===== config.mk =====
export PLATFORM = sky130hd
export DESIGN_NAME = ibus_responder_flat
export DESIGN_NICKNAME = d
export VERILOG_FILES = /design/src/rtl/ibus_pkg.sv /design/src/rtl/ibus_responder_if.sv /design/src/rtl/ibus_hit_buf.sv /design/src/rtl/ibus_responder.sv /design/src/flat_wrapper.sv
export SDC_FILE = /design/constraint.sdc
export NUM_CORES = 1
export LEC_CHECK = 0
export ABC_AREA = 0
export CORE_ASPECT_RATIO = 0.75
export CORE_MARGIN = 1.5
export CORE_UTILIZATION = 40
export DETAILED_ROUTE_END_ITERATION = 10
export PLACE_DENSITY = 0.69
export SYNTH_ARGS = -nofsm -noshare
export SYNTH_HDL_FRONTEND = slang
export SYNTH_SLANG_ARGS = --single-unit

===== constraint.sdc =====
create_clock -name clk -period 3 [get_ports clk]
set_input_delay 0.45 -clock clk [delete_from_list [all_inputs] [get_ports clk]]
set_output_delay 0.45 -clock clk [all_outputs]
set_load 0.05 [all_outputs]

===== src/rtl/ibus_pkg.sv =====
// ibus_pkg: shared types and reset constants for the instruction-side
// responder (ibus_responder) and its last-fetch hit buffer (ibus_hit_buf).
//   ibus_state_t : responder FSM encoding (IDLE, REQ, WAIT)
//   ibus_req_t   : fetch request bundle {valid, addr} at default widths
//   ibus_resp_t  : fetch response bundle {valid, data} at default widths
//   BUF_*_RST    : reset contents of the last-fetch buffer
package ibus_pkg;

  localparam int IBUS_ADDR_W = 32;
  localparam int IBUS_DATA_W = 32;

  typedef enum logic [1:0] {
    IDLE = 2'd0,
    REQ  = 2'd1,
    WAIT = 2'd2
  } ibus_state_t;

  typedef struct packed {
    logic                   valid;
    logic [IBUS_ADDR_W-1:0] addr;
  } ibus_req_t;

  typedef struct packed {
    logic                   valid;
    logic [IBUS_DATA_W-1:0] data;
  } ibus_resp_t;

  localparam logic                   BUF_VALID_RST = 1'b0;
  localparam logic [IBUS_ADDR_W-1:0] BUF_ADDR_RST  = '0;
  localparam logic [IBUS_DATA_W-1:0] BUF_DATA_RST  = '0;

endpackage


===== src/rtl/ibus_responder_if.sv =====
// ibus_responder_if: single-outstanding memory read bus between the
// instruction responder and the instruction memory / cache port.
//   mem_req_valid  : read request (held until accepted)
//   mem_req_addr   : word-aligned request address, stable while valid
//   mem_req_ready  : memory accepts the request this cycle
//   mem_resp_valid : read data valid
//   mem_resp_data  : read data
// master = responder side, slave = memory side.
interface ibus_responder_if #(
  parameter int ADDR_W = 32,
  parameter int DATA_W = 32
);

  logic              mem_req_valid;
  logic [ADDR_W-1:0] mem_req_addr;
  logic              mem_req_ready;
  logic              mem_resp_valid;
  logic [DATA_W-1:0] mem_resp_data;

  modport master (
    output mem_req_valid,
    output mem_req_addr,
    input  mem_req_ready,
    input  mem_resp_valid,
    input  mem_resp_data
  );

  modport slave (
    input  mem_req_valid,
    input  mem_req_addr,
    output mem_req_ready,
    output mem_resp_valid,
    output mem_resp_data
  );

endinterface


===== src/rtl/ibus_hit_buf.sv =====
// ibus_hit_buf: one-entry last-fetch buffer.
//   clk, resetn   : clock, asynchronous active-low reset
//   fill          : load fill_addr/fill_data and mark the entry valid
//   fill_addr/data: address and instruction word being loaded
//   inv           : invalidate the entry (a coincident fill wins)
//   lookup_addr   : address to compare against the stored entry
//   hit           : entry valid and address matches (forced 0 when BUF_EN=0)
//   data          : stored instruction word
module ibus_hit_buf
  import ibus_pkg::*;
#(
  parameter int ADDR_W = 32,
  parameter int DATA_W = 32,
  parameter int BUF_EN = 1
) (
  input  logic              clk,
  input  logic              resetn,
  input  logic              fill,
  input  logic [ADDR_W-1:0] fill_addr,
  input  logic [DATA_W-1:0] fill_data,
  input  logic              inv,
  input  logic [ADDR_W-1:0] lookup_addr,
  output logic              hit,
  output logic [DATA_W-1:0] data
);

  logic              buf_valid;
  logic [ADDR_W-1:0] buf_addr;
  logic [DATA_W-1:0] buf_data;

  always_ff @(posedge clk or negedge resetn) begin
    if (!resetn) begin
      buf_valid <= BUF_VALID_RST;
      buf_addr  <= '0;
      buf_data  <= '0;
    end else if (fill) begin
      buf_valid <= 1'b1;
      buf_addr  <= fill_addr;
      buf_data  <= fill_data;
    end else if (inv) begin
      buf_valid <= 1'b0;
    end
  end

  assign hit  = (BUF_EN != 0) && buf_valid && (buf_addr == lookup_addr);
  assign data = buf_data;

endmodule


===== src/rtl/ibus_responder.sv =====
// ibus_responder: instruction-side responder for the fetch stage.
// Serves fetch requests from a one-entry last-fetch buffer when possible,
// otherwise issues a single outstanding read on the memory bus.
//   clk, resetn  : clock, asynchronous active-low reset
//   ireq_valid   : fetch requests an instruction at ireq_addr
//   ireq_addr    : translated fetch PC
//   flush        : pipeline redirect, discard any in-flight fetch
//   buf_inv      : invalidate the last-fetch buffer
//   iresp_valid  : iresp_data valid for the current ireq_addr
//   iresp_data   : raw instruction (0 for a misaligned request)
//   istall       : fetch must hold its PC this cycle
//   mem          : memory request/response bus (master side)
module ibus_responder
  import ibus_pkg::*;
#(
  parameter int ADDR_W = 32,
  parameter int DATA_W = 32,
  parameter int BUF_EN = 1
) (
  input  logic              clk,
  input  logic              resetn,
  input  logic              ireq_valid,
  input  logic [ADDR_W-1:0] ireq_addr,
  input  logic              flush,
  input  logic              buf_inv,
  output logic              iresp_valid,
  output logic [DATA_W-1:0] iresp_data,
  output logic              istall,
  ibus_responder_if.master  mem
);

  localparam logic [1:0] S_IDLE = IDLE;
  localparam logic [1:0] S_REQ  = REQ;
  localparam logic [1:0] S_WAIT = WAIT;

  logic [1:0]        state;
  logic [ADDR_W-1:0] pend_addr;
  logic              drop;

  logic              misaligned;
  logic              hit;
  logic [DATA_W-1:0] hit_data;
  logic              fill;
  logic              miss_go;

  assign misaligned = ireq_valid & (|ireq_addr[1:0]);

  // A flush arriving together with the response also discards it.
  assign fill = (state == S_WAIT) & mem.mem_resp_valid & ~drop & ~flush;

  assign miss_go = ireq_valid & ~misaligned & ~hit & ~flush;

  ibus_hit_buf #(
    .ADDR_W (ADDR_W),
    .DATA_W (DATA_W),
    .BUF_EN (BUF_EN)
  ) u_hit_buf (
    .clk         (clk),
    .resetn      (resetn),
    .fill        (fill),
    .fill_addr   (pend_addr),
    .fill_data   (mem.mem_resp_data),
    .inv         (buf_inv),
    .lookup_addr (ireq_addr),
    .hit         (hit),
    .data        (hit_data)
  );

  // Responses are only produced while no memory transaction is in flight.
  always_comb begin
    iresp_valid = 1'b0;
    iresp_data  = '0;
    if (state == S_IDLE) begin
      iresp_valid = ireq_valid & (misaligned | hit);
      iresp_data  = hit ? hit_data : '0;
    end
  end

  assign istall            = ireq_valid & ~iresp_valid;
  assign mem.mem_req_valid = (state == S_REQ);
  assign mem.mem_req_addr  = (state == S_REQ) ? pend_addr : '0;

  always_ff @(posedge clk or negedge resetn) begin
    if (!resetn) begin
      state     <= S_IDLE;
      pend_addr <= '0;
      drop      <= 1'b0;
    end else begin
      case (state)
        S_IDLE: begin
          if (miss_go) begin
            pend_addr <= ireq_addr;
            state     <= S_REQ;
          end
        end
        S_REQ: begin
          // Once accepted the transaction must complete; a flush in the
          // accept cycle only marks the data for discard.
          if (mem.mem_req_ready) begin
            state <= S_WAIT;
            drop  <= flush;
          end else if (flush) begin
            state <= S_IDLE;
          end
        end
        S_WAIT: begin
          if (mem.mem_resp_valid) begin
            drop  <= 1'b0;
            state <= S_IDLE;
          end else if (flush) begin
            drop <= 1'b1;
          end
        end
        default: state <= S_IDLE;
      endcase
    end
  end

endmodule


===== src/flat_wrapper.sv =====
// flat-port wrapper written by rule: the top's interface ports become plain ports
module ibus_responder_flat import ibus_pkg::*;
#(
  parameter int ADDR_W = 32,
  parameter int DATA_W = 32,
  parameter int BUF_EN = 1
)
  (clk, resetn, ireq_valid, ireq_addr, flush, buf_inv, iresp_valid, iresp_data, istall, mem_mem_req_valid, mem_mem_req_addr, mem_mem_req_ready, mem_mem_resp_valid, mem_mem_resp_data);
  ibus_responder_if #(.ADDR_W(ADDR_W), .DATA_W(DATA_W)) mem_i ();
  input  logic clk;
  input  logic resetn;
  input  logic ireq_valid;
  input  logic [ADDR_W-1:0] ireq_addr;
  input  logic flush;
  input  logic buf_inv;
  output logic iresp_valid;
  output logic [DATA_W-1:0] iresp_data;
  output logic istall;
  output wire logic [$bits(mem_i.mem_req_valid)-1:0] mem_mem_req_valid;
  output wire logic [$bits(mem_i.mem_req_addr)-1:0] mem_mem_req_addr;
  input wire logic [$bits(mem_i.mem_req_ready)-1:0] mem_mem_req_ready;
  input wire logic [$bits(mem_i.mem_resp_valid)-1:0] mem_mem_resp_valid;
  input wire logic [$bits(mem_i.mem_resp_data)-1:0] mem_mem_resp_data;
  assign mem_mem_req_valid = mem_i.mem_req_valid;
  assign mem_mem_req_addr = mem_i.mem_req_addr;
  assign mem_i.mem_req_ready = mem_mem_req_ready;
  assign mem_i.mem_resp_valid = mem_mem_resp_valid;
  assign mem_i.mem_resp_data = mem_mem_resp_data;
  ibus_responder #(.ADDR_W(ADDR_W), .DATA_W(DATA_W), .BUF_EN(BUF_EN)) u_core (.clk(clk), .resetn(resetn), .ireq_valid(ireq_valid), .ireq_addr(ireq_addr), .flush(flush), .buf_inv(buf_inv), .iresp_valid(iresp_valid), .iresp_data(iresp_data), .istall(istall), .mem(mem_i));
endmodule

==> results of run 1 <==
[per-stage QoR]
stage                     TNS, ps  power (mW)  instances
after floorplan                 0        2.45        360
after global placement      -1340        2.75        646
after detailed placement    -45.3        2.80        646
after CTS                       0        3.93        660
after global routing         -648        4.16        663
final                           0        3.97        664
[sequential cells by signal, summed over array words and instances (netlist names)]
signal	cells
u_core.drop	1
u_core.state	2
u_core.pend_addr	32
u_core.u_hit_buf.data	32
u_core.u_hit_buf.buf_valid	1
u_core.u_hit_buf.buf_addr	32
[per-layer routing]
layer / up-vias / GRT usage [%]
met1: 1646 / 27.8
met2: 107 / 26.6
li1: 1519 / -
met5: - / 0
met4: 2 / 5.36
met3: 17 / 5.67
[placed cells by master (no fill, tap or decap), types with 2 or more instances in the layout]
cell type and n:
and3_4 33, xor2_2 14, dlymetal6s2s_1 16, mux2_2 67, nor2b_1 2, and2_1 32, mux2_4 27, nor2_1 6
clkinvlp_4 2, nor4_1 7, buf_12 36, nor4_2 7, nand4_1 3, nand2_1 4, buf_4 6, dfrtp_1 100
xor2_1 18, clkinv_2 2, nand2b_1 2, clkbuf_16 10, inv_1 2, nor3_1 3, o21ai_0 2, clkdlybuf4s50_1 86
[logic make-up after synthesis]
logic type	after synthesis
multiplexers	95
flip-flops	100
XOR/XNOR	32
buffers and inverters	22
AND/OR/NAND/NOR	104
AO/OA/AOI/OAI	7
[worst register-to-register path, cell delays in order, from the launching register on]
cell and delay (ps):
dfrtp_1 390, xor2_1 180, nor4_1 300, nand3_1 130, or3_4 440, and3_4 380, mux2_4 410
[worst min path at each step]
stage	end	cells after the start	slack (ps)
finish	u_core.pend_addr[18]$_DFFE_PN0P_	1	120
global route	u_core.pend_addr[18]$_DFFE_PN0P_	1	170
CTS	u_core.pend_addr[18]$_DFFE_PN0P_	1	140
detailed placement	u_core.u_hit_buf.data[15]$_DFFE_PN0P_	1	480
global placement	u_core.u_hit_buf.data[31]$_DFFE_PN0P_	1	480
floorplan	u_core.drop$_DFFE_PN0P_	0	150
[timing repair]
action / CTS / global route
resized for setup: 1 / 78
setup endpoints to repair: 32 / 32
pin swaps: 0 / 9
buffers inserted: 0 / 1
endpoints found under the hold margin: 0 / 0
cloned: 0 / 2
[where the power goes]
| part | total [mW] | leakage (nW) | internal, mW | switching, mW |
|---|---|---|---|---|
| clock network | 1.12 | 0.133 | 0.634 | 0.482 |
| logic | 0.917 | 1.90 | 0.519 | 0.397 |
| registers | 1.94 | 1.28 | 1.70 | 0.236 |
[final cells by class]
class | instances | area, um2
Fill cell | 886 | 4290
Clock inverter | 5 | 55.1
Sequential cell | 100 | 2500
Antenna cell | 1 | 2.50
Tap cell | 162 | 203
Timing Repair Buffer | 147 | 1880
Inverter | 2 | 7.51
Clock buffer | 9 | 225
Multi-Input combinational cell | 238 | 2450
==> reports/metrics.cfg, run 1 <==
[clock_network]
clock_sinks=100
cts_tree=yes
clk_pin_slew_ps=70
clk_latency_ps=340
ctsHoldBuffers=0
cts_root_buf=clkbuf_16
clk_path_buf_depth=2
cts_buffers=9
h-tree-depth=3

[synthesis]
synthSimpleGateAreaFrac_pct=13.2
yosys.area_share.xor_xnor_pct=5.89
synth_top_family_by_area=multiplexers
syn_avg_cell_area_um2=13.2
synth_cell_types=27
async_reset_ff_share_pct=100
synth_top_area_share_pct=52.6
synthMuxAreaShare_pct=24.6
yosysTopAreaCell=dfrtp_1
syn_area_mm2=0.00476
synth_edf_count=0
syn_nets=431
synthAdderAreaFrac_pct=0
synthTopCellsByArea=dfrtp_1, mux2_2, mux2_4
synth-seq-cells=100
syn_inst=360
ys_warn_count=0
synth_flop_cell=dfrtp_1
ys_seq_area_share_pct=52.6
synth_compound_area_share_pct=0.920
synth_common_cells=dfrtp_1, mux2_2, and2_1, and3_1, xor2_1
yosysMostFrequentCell=dfrtp_1

[cells_and_area]
nets=569
layout-drive-gt1-share_pct=42.3
final_core_util_pct=63.1
syn_to_final_growth_pct=54.0
final_area_mm2=0.00733

[floorplanning]
dieArea_mm2=0.0126
start_util_pct=41.0
num_rows=34
die_w_um=129
core_area_mm2=0.0116
die_h_um=97.5
ios=138

[sta]
hold_slack_ps=116
relSlewSlack_pct=55.1
maxSlewViolCount=0
finalSetupViolCount=0
finClkSkew_ps=9.69
worst_pin_slew_ps=674
worst_slack_ps=21.0
fin_crit_sh_pct=99.3
fmax_ghz=0.336
hold_viol_final=0
fin_crit_ps=2980

[drt]
met3_length_um=786
ant_nets=0
via_per_inst=4.96
wl_met1_um=5820
wirelength_um=12000
dr.max_layer_used=met5
drt_iter0_drc=119
drt_pass1_iterations=4
wl_met2_um=5190
route.vias.total=3291
post-route-drc-count=0
wl_per_cell_um=18.0

[worst_setup_path]
crit_path_cell_trace=clkdlybuf4s50_1 > xor2_1 > nor4_2 > nand4_1 > nor4_4 > buf_6 > buf_8 > and3_4 > buf_12
max_stage_delay_ps=480
crit_buf_inv=4
reg2reg_from=u_core.u_hit_buf.buf_addr[16]$_DFFE_PN0P_
worstSetupPathDepth=9
worstPathMaxFanout=8
ff2ff_path_depth=6
path_delay_family=buffers and inverters
critPathRequiredTime_ps=2550
critical_path_class=in2out
crit_end=iresp_data[26]
timing.rr.end=u_core.pend_addr[22]$_DFFE_PN0P_
worst_path_max_delay_cell=clkdlybuf4s50_1
crit_path_end_kind=output port
crit_path_start=ireq_addr[24]
worstSetupStartpointType=input pin
r2r_setup_slack_ps=670
worstPathArrival_ps=2530

[power_and_ir_drop]
power_density_mw_per_mm2=542
peakVddDrop_v=0.000310
power_leakage_nw=3.31

[grt]
grt_max_degree=54
antenna_found_initial=2
globalRouteOverflowTotal=0
grt_pass1_wl_um=18200
grt_pass1_vias=3385
grt_usage_pct=18.8

[place]
gp_congestion=0.751
dp_worst_setup_slack_ps=-8.85
placement.cell_area_mm2=0.00662
port_buffers=137
hpwl_um=8180

[outcome]
status=completed

[job]
cap_violations=0

[worst_hold_path]
hold_path_class=in2async

(Power assumes the default switching activity.)
==> run 2: changes to the inputs <==
- GPL_ROUTABILITY_DRIVEN: not set -> 0
- HOLD_SLACK_MARGIN: not set -> 0.02
- TNS_END_PERCENT: not set -> 10
==> results of run 2 <==
No change in the layout: final DEF, timing and power equal those of run 1.
